==> src/rtl/counter_ctrl.sv <==
// Control side of the interval counter: command pulses -> state code, interval/limit registers, limit detect.
// Optional COUNTER_CTRL_AUTO_RELOAD_EN: restart through a one-cycle RESET on limit and count periods on reload_cnt.
module counter_ctrl #(
   parameter logic [31:0] INTERVAL_INIT = 32'd49_999_999,
   parameter logic [31:0] LIMIT_INIT    = 32'd0
) (
   input  logic        clk,
   input  logic        rst,
   input  logic        cmd_start,
   input  logic        cmd_stop,
   input  logic        cmd_clear,
   input  logic [31:0] cfg_interval,
   input  logic [31:0] cfg_limit,
   input  logic        cfg_load,
   input  logic [31:0] counter_in,
   output logic [7:0]  state,
   output logic [31:0] interval,
   output logic        running,
   output logic        done,
`ifdef COUNTER_CTRL_AUTO_RELOAD_EN
   output logic [15:0] reload_cnt,
`endif
   output logic        cfg_err
);

   // state   | meaning
   // S_IDLE  | cleared, code RESET
   // S_RUN   | counting, code RUN
   // S_PAUSE | paused by cmd_stop, code HALT
   // S_DONE  | limit reached, code HALT, needs clear
   // S_RELD  | auto-reload restart cycle, code RESET
   typedef enum logic [2:0] {
      S_IDLE  = 3'd0,
      S_RUN   = 3'd1,
      S_PAUSE = 3'd2,
      S_DONE  = 3'd3,
      S_RELD  = 3'd4
   } fsm_t;

   localparam logic [7:0] CODE_RESET = 8'd0;
   localparam logic [7:0] CODE_RUN   = 8'd1;
   localparam logic [7:0] CODE_HALT  = 8'd2;

   fsm_t        fsm, fsm_next;
   logic [31:0] limit;
   logic        hit;
   logic        done_next;
   logic        cfg_ok;
   logic [7:0]  code_next;

   assign hit    = (fsm == S_RUN) && (limit != 32'd0) && (counter_in >= limit);
   assign cfg_ok = (fsm == S_IDLE) || (fsm == S_PAUSE);

   always_comb begin
      fsm_next  = fsm;
      done_next = 1'b0;
      if (cmd_clear) begin
         fsm_next = S_IDLE;
      end else if (cmd_stop) begin
         if (fsm == S_RUN || fsm == S_RELD)
            fsm_next = S_PAUSE;
      end else if (hit) begin
         done_next = 1'b1;
`ifdef COUNTER_CTRL_AUTO_RELOAD_EN
         fsm_next  = S_RELD;
`else
         fsm_next  = S_DONE;
`endif
      end else if (cmd_start && (fsm == S_IDLE || fsm == S_PAUSE)) begin
         fsm_next = S_RUN;
      end else if (fsm == S_RELD) begin
         fsm_next = S_RUN;
      end
   end

   always_comb begin
      code_next = CODE_RESET;
      case (fsm_next)
         S_IDLE:  code_next = CODE_RESET;
         S_RUN:   code_next = CODE_RUN;
         S_PAUSE: code_next = CODE_HALT;
         S_DONE:  code_next = CODE_HALT;
         S_RELD:  code_next = CODE_RESET;
         default: code_next = CODE_RESET;
      endcase
   end

   always_ff @(posedge clk) begin
      if (rst) begin
         fsm      <= S_IDLE;
         state    <= CODE_RESET;
         running  <= 1'b0;
         done     <= 1'b0;
         cfg_err  <= 1'b0;
         interval <= INTERVAL_INIT;
         limit    <= LIMIT_INIT;
      end else begin
         fsm     <= fsm_next;
         state   <= code_next;
         running <= (fsm_next == S_RUN);
         done    <= done_next;
         cfg_err <= cfg_load && !cfg_ok;
         // config legality is judged on the pre-transition state
         if (cfg_load && cfg_ok) begin
            interval <= cfg_interval;
            limit    <= cfg_limit;
         end
      end
   end

`ifdef COUNTER_CTRL_AUTO_RELOAD_EN
   always_ff @(posedge clk) begin
      if (rst || cmd_clear)
         reload_cnt <= 16'd0;
      else if (done_next)
         reload_cnt <= reload_cnt + 16'd1;
   end
`endif

endmodule

==> config.mk <==
export PLATFORM = sky130hd
export DESIGN_NAME = counter_ctrl
export DESIGN_NICKNAME = d
export VERILOG_FILES = /design/src/rtl/counter_ctrl.sv
export SDC_FILE = /design/constraint.sdc
export NUM_CORES = 1
export LEC_CHECK = 0
export CELL_PAD_IN_SITES_DETAIL_PLACEMENT = 1
export CELL_PAD_IN_SITES_GLOBAL_PLACEMENT = 2
export CORE_ASPECT_RATIO = 1.75
export CORE_UTILIZATION = 25
export CTS_BUF_LIST = sky130_fd_sc_hd__clkbuf_2
export DETAILED_ROUTE_END_ITERATION = 8
export PLACE_DENSITY = 0.93
export SLEW_MARGIN = 20
export SYNTH_ARGS = -nofsm -noshare
export SYNTH_HDL_FRONTEND = slang
export SYNTH_SLANG_ARGS = --single-unit
==> constraint.sdc <==
create_clock -name clk -period 2.85 [get_ports clk]
set_input_delay 0.4275 -clock clk [delete_from_list [all_inputs] [get_ports clk]]
set_output_delay 0.4275 -clock clk [all_outputs]
set_load 0.01 [all_outputs]
* After elaboration in Yosys (flattened, before gate mapping) *
Cells that the tools add are included.

storage, ports and cells
  flip-flop bits (word level) = 78
  logic and storage cells = 34
  output and inout port bits = 43
  bits of input ports = 102

operators by class
  eq/ne operators = 6
  mux-type cells = 8
  order comparisons = 1
  reduce and logical (&&, ||, !) cells = 12

operator list
  operator              number
  $ge A32 B32 Y1        1
  $reduce_bool A32 Y1   1
  $mux W3               6
  $eq A3 B2 Y1 const B  3
  $eq A3 B1 Y1 const B  2
  $logic_and A1 B1 Y1   5
  $pmux W2 S2           1
  $eq A3 B3 Y1 const B  1
  $logic_not A3 Y1      1
  $reduce_or A3 Y1      1
  $logic_or A1 B1 Y1    2
  $reduce_or A2 Y1      1
  $logic_not A1 Y1      1
  $mux W1               1

* Longest topological paths before layout *
  word-level depth = 10
  mapped depth = 8
  depth with buffers taken out = 8

* Worst setup path after synthesis *
Ideal clock, no wire load.

  kind = in2reg
  start = in counter_in[0]
  end = reg running
  slack = 0.923 ns
  data required time = 2.790 ns
  arrival = 1.867 ns
  stages = 8
  library setup time = 0.060 ns
  path buffers = 0
  path through = inv_1 ha_1 nand2b_4 a2111oi_2 o32ai_1 o31a_1 o21ai_2 and3_1

on the way
  longest elaborated chain between the ends = 6

RTL lines
  what                  line  source
  start, declared       15    input logic [31:0] counter_in,
  $ge A32 B32 Y1        51    assign hit = (fsm == S_RUN) && (limit != 32'd0) && (counter_in >= limit);
  $logic_and A1 B1 Y1   51
  $mux W3               62    end else if (hit) begin
  $mux W3               59    end else if (cmd_stop) begin
  $mux W3               57    if (cmd_clear) begin
  $eq A3 B1 Y1          100   running <= (fsm_next == S_RUN);
  end signal, assigned  100
  end, declared         18    output logic running,

No other way between the ends.
A chain may end at the register's enable or synchronous reset.

* Worst setup path in the final report *
  start = reg limit[14]
  end = reg state[1]

on the way
  longest elaborated chain between the ends = 9

RTL lines
  what                                                    line  source
  start, declared                                         45    logic [31:0] limit;
  start signal, assigned                                  106   limit <= cfg_limit;
  branches (longest 2 deep; another with $ge A32 B32 Y1)  --
  $logic_and A1 B1 Y1 (*)                                 51
  $mux W3 (*)                                             62
  $mux W3 (*)                                             59
  $mux W3 (*)                                             57
  $eq A3 B2 Y1                                            78    case (fsm_next)
  $reduce_or A2 Y1 (no source line)                       --
  $pmux W2 S2 (*)                                         78
  end signal, assigned                                    99    state <= code_next;
  end, declared                                           16    output logic [7:0] state,

Mark *: on every way between the ends.

==> metrics <==
result of the run=finished clean; Critical R2R Capture=state[1]$_SDFF_PP0_; GPL Wtd Cong=0.761; wire length of the first global-routing pass=17600 microns; maximum clock frequency=446 MHz; post-route ant nets=0; Worst EP required=3.30 ns; H-Tree Level Count=3; Period Utilization, post-route=78.7%; final core occ=38.2%; endpoint of the worst hold path=fsm[2]$_SDFF_PP0_; post-route minimum period=roughly 2.2 ns; Cell Rows=56; register-to-register setup slack=0.61 ns; residual overflow from global routing=0; count of cell types in the netlist=35; area delta synth->final=49.0%; Post-Syn Area per Cell=~7.8 sq um; gate count of the mapped netlist=442; portion of synthesized cell area occupied by the leading cell type=41.8%; clock tree root driver cell=sky130_fd_sc_hd__clkbuf_2; synthesized-area fraction occupied by and/or/nand/nor cells=between 20 and 30%; Post-Route Skew=approximately 0.0095 ns; ranking of synthesized cells by instance count=sky130_fd_sc_hd__nand2_1, sky130_fd_sc_hd__dfxtp_1, sky130_fd_sc_hd__a21oi_1, sky130_fd_sc_hd__inv_1, sky130_fd_sc_hd__ha_1; Reg-to-Reg Start=limit[14]$_SDFFE_PP0P_; pre-CTS setup slack=0.151 ns; hold path cells=2; hpwl dp=around 9000 microns; main flop type after synthesis=sky130_fd_sc_hd__dfxtp_1; Routed WL per cell=roughly 15 microns; clock insertion delay at the later pin of the skew report=0.51 ns; worst-path fanout max=4; total I/O pin count=145; hold path start=rst; maximum buffer depth of the clock tree=2; starting utilization of the core area=25.6%; multiplexer fraction of the synthesized cell area=0%; full die area=0.0143 sq mm; main area contributors after synthesis=sky130_fd_sc_hd__dfxtp_1, sky130_fd_sc_hd__nand2_1, sky130_fd_sc_hd__ha_1, sky130_fd_sc_hd__a21oi_1, sky130_fd_sc_hd__nand3b_1; sequential share of the synthesized area=41.8%; Residual DRC=0; clock tree from TritonCTS=built; number of antenna violations at the first check in global routing=1; number of endpoints with negative hold slack in the final report=0; Slew @ Worst Pin=0.740 ns; # Post-CTS Setup Buffers=0; number of cells on the worst reg-to-reg path=8; routed via count divided by cell count=4.59; core area=0.0135 sq mm; number of sinks handled by clock tree synthesis=72; Chip Height=157 microns; final worst setup slack=0.608 ns; IR drop worst, VDD=0.000252 V; crit path kind=flip-flop to flip-flop; worst min-delay path class=primary input to flip-flop; number of max-cap violations=0; pin count of the biggest net entering global routing=47; all-layer global routing usage=roughly 16%; dpl cell area=0.00498 sq mm; # resized after CTS=0; final setup violation count=0; tightest hold margin=0.346 ns; synthesized-area fraction occupied by xor and xnor cells=0.254%; DR vias=3459; post-synthesis compound-gate area fraction=approximately an eighth; number of synthesized register bits=72; Netlist Area Pre-Place=0.00345 sq mm; leakage power=0.00203 uW; length of the first detailed-routing pass in iterations=4; clock slew at reported path FFs=0.20 ns; finished layout cell area=just over 0.005 sq mm; power density of the placed cells=459 mW/mm^2; iteration-0 DRC count of the detailed router=58; Fin Setup TNS=0 ns; most frequent cell after synthesis=sky130_fd_sc_hd__nand2_1; vias in the first global route=3737; number of buffers inserted for hold repair after clock tree synthesis=0; fraction of registers with async set or reset after synthesis=0%; post-synthesis share of cell area spent on full adders, half adders and majority gates=11.6%; final wirelength=about 11000 microns; chip width=90.8 microns; count of buffers inserted at the top-level ports=138; Max Transition Viols Final=0; number of warnings issued by yosys=0; share of cells above drive strength 1=4.84%; number of enable flip-flop cells after synthesis=0; CP startpoint kind=flip-flop; main combinational cell family by area after synthesis=simple AND/OR/NAND/NOR gates; clock buffer count from CTS=9; setup repair after global routing missed its margin=false; largest area contributor in the netlist=sky130_fd_sc_hd__dfxtp_1; sort of element at the end of the critical path=flip-flop; nets@finish=707; endpoint arrival time on the critical path=between 2 and 3 ns; relative slew slack=50.5%
[cells in the final DEF (no fill, tap or decap), drive strengths merged, types with 2 or more instances in the layout]
master	instances
conb	6
nand3	3
nand3b	18
nand2b	2
clkdlybuf4s50	137
ha	32
clkinv	2
o21a	2
nand2	137
clkbuf	10
bufinv	3
and3	2
a21oi	61
o211ai	2
buf	5
dfxtp	72
o21ai	6
nor2	7
nor3	2
nor3b	2
a221oi	2
inv	34
nand4	10
nor4	10
[routing by layer]
layer  up-vias  global-route usage, %  share of wire [%]
met5         -                      0                  0
met3        20                   4.06                5.4
met1      1615                   14.2                 35
met2        98                   32.4                 57
met4         0                   8.14                3.0
li1       1726                      -                  -
[flip-flops by register name, summed over array words and instances (netlist names)]
| name | count |
|---|---|
| limit | 32 |
| running | 1 |
| done | 1 |
| cfg_err | 1 |
| state | 2 |
| interval | 32 |
| fsm | 3 |
[per-stage QoR]
step	total power [uW]	std cells
after floorplan	1350	447
after global placement	1610	736
after detailed placement	1630	736
after CTS	2400	752
after global routing	2490	753
final	2360	753
[kinds of logic (layout without fill, tap and decap cells)]
family,Yosys count,count (layout)
adders and majority gates,32,32
and+or+nand+nor,196,196
xor gates and xnor gates,1,1
other,1,7
buffers and inverters,61,192
AOI/OAI and AO/OA,79,79
DFF,72,72
[worst max-delay path: stages (launching register included)]
cell,delay (ns)
sky130_fd_sc_hd__dfxtp_1,0.45
sky130_fd_sc_hd__inv_1,0.07
sky130_fd_sc_hd__ha_1,0.30
sky130_fd_sc_hd__nand4_1,0.23
sky130_fd_sc_hd__a211o_2,0.33
sky130_fd_sc_hd__o32ai_1,0.32
sky130_fd_sc_hd__o31a_1,0.22
sky130_fd_sc_hd__o21ai_2,0.08
sky130_fd_sc_hd__nor3b_1,0.18
[worst max path at each step]
stage                     cells past startpoint                    from                   to
after floorplan                               8           counter_in[0]   running$_SDFF_PP0_
after global placement                        8          counter_in[15]  state[0]$_SDFF_PP0_
after detailed placement                      8          counter_in[15]  state[1]$_SDFF_PP0_
after CTS                                     8  limit[14]$_SDFFE_PP0P_  state[1]$_SDFF_PP0_
after global routing                          8  limit[15]$_SDFFE_PP0P_  state[1]$_SDFF_PP0_
final                                         8  limit[14]$_SDFFE_PP0P_  state[1]$_SDFF_PP0_
[cell type report]
type	instances	area, sq um
inverters	34	128
flip-flops and latches	72	1440
multi-input cells	314	1770
repair buffers	142	1420
clock inverters	6	108
fillers	1628	8320
diodes	1	2.50
well taps	174	218
clock buffers	10	50.0
[power breakdown]
part | switching (uW) | internal, uW | total, uW
logic | 223 | 275 | 498
registers | 37.6 | 1070 | 1100
clock network | 375 | 379 | 754
Power figures use the tool's default switching activity.
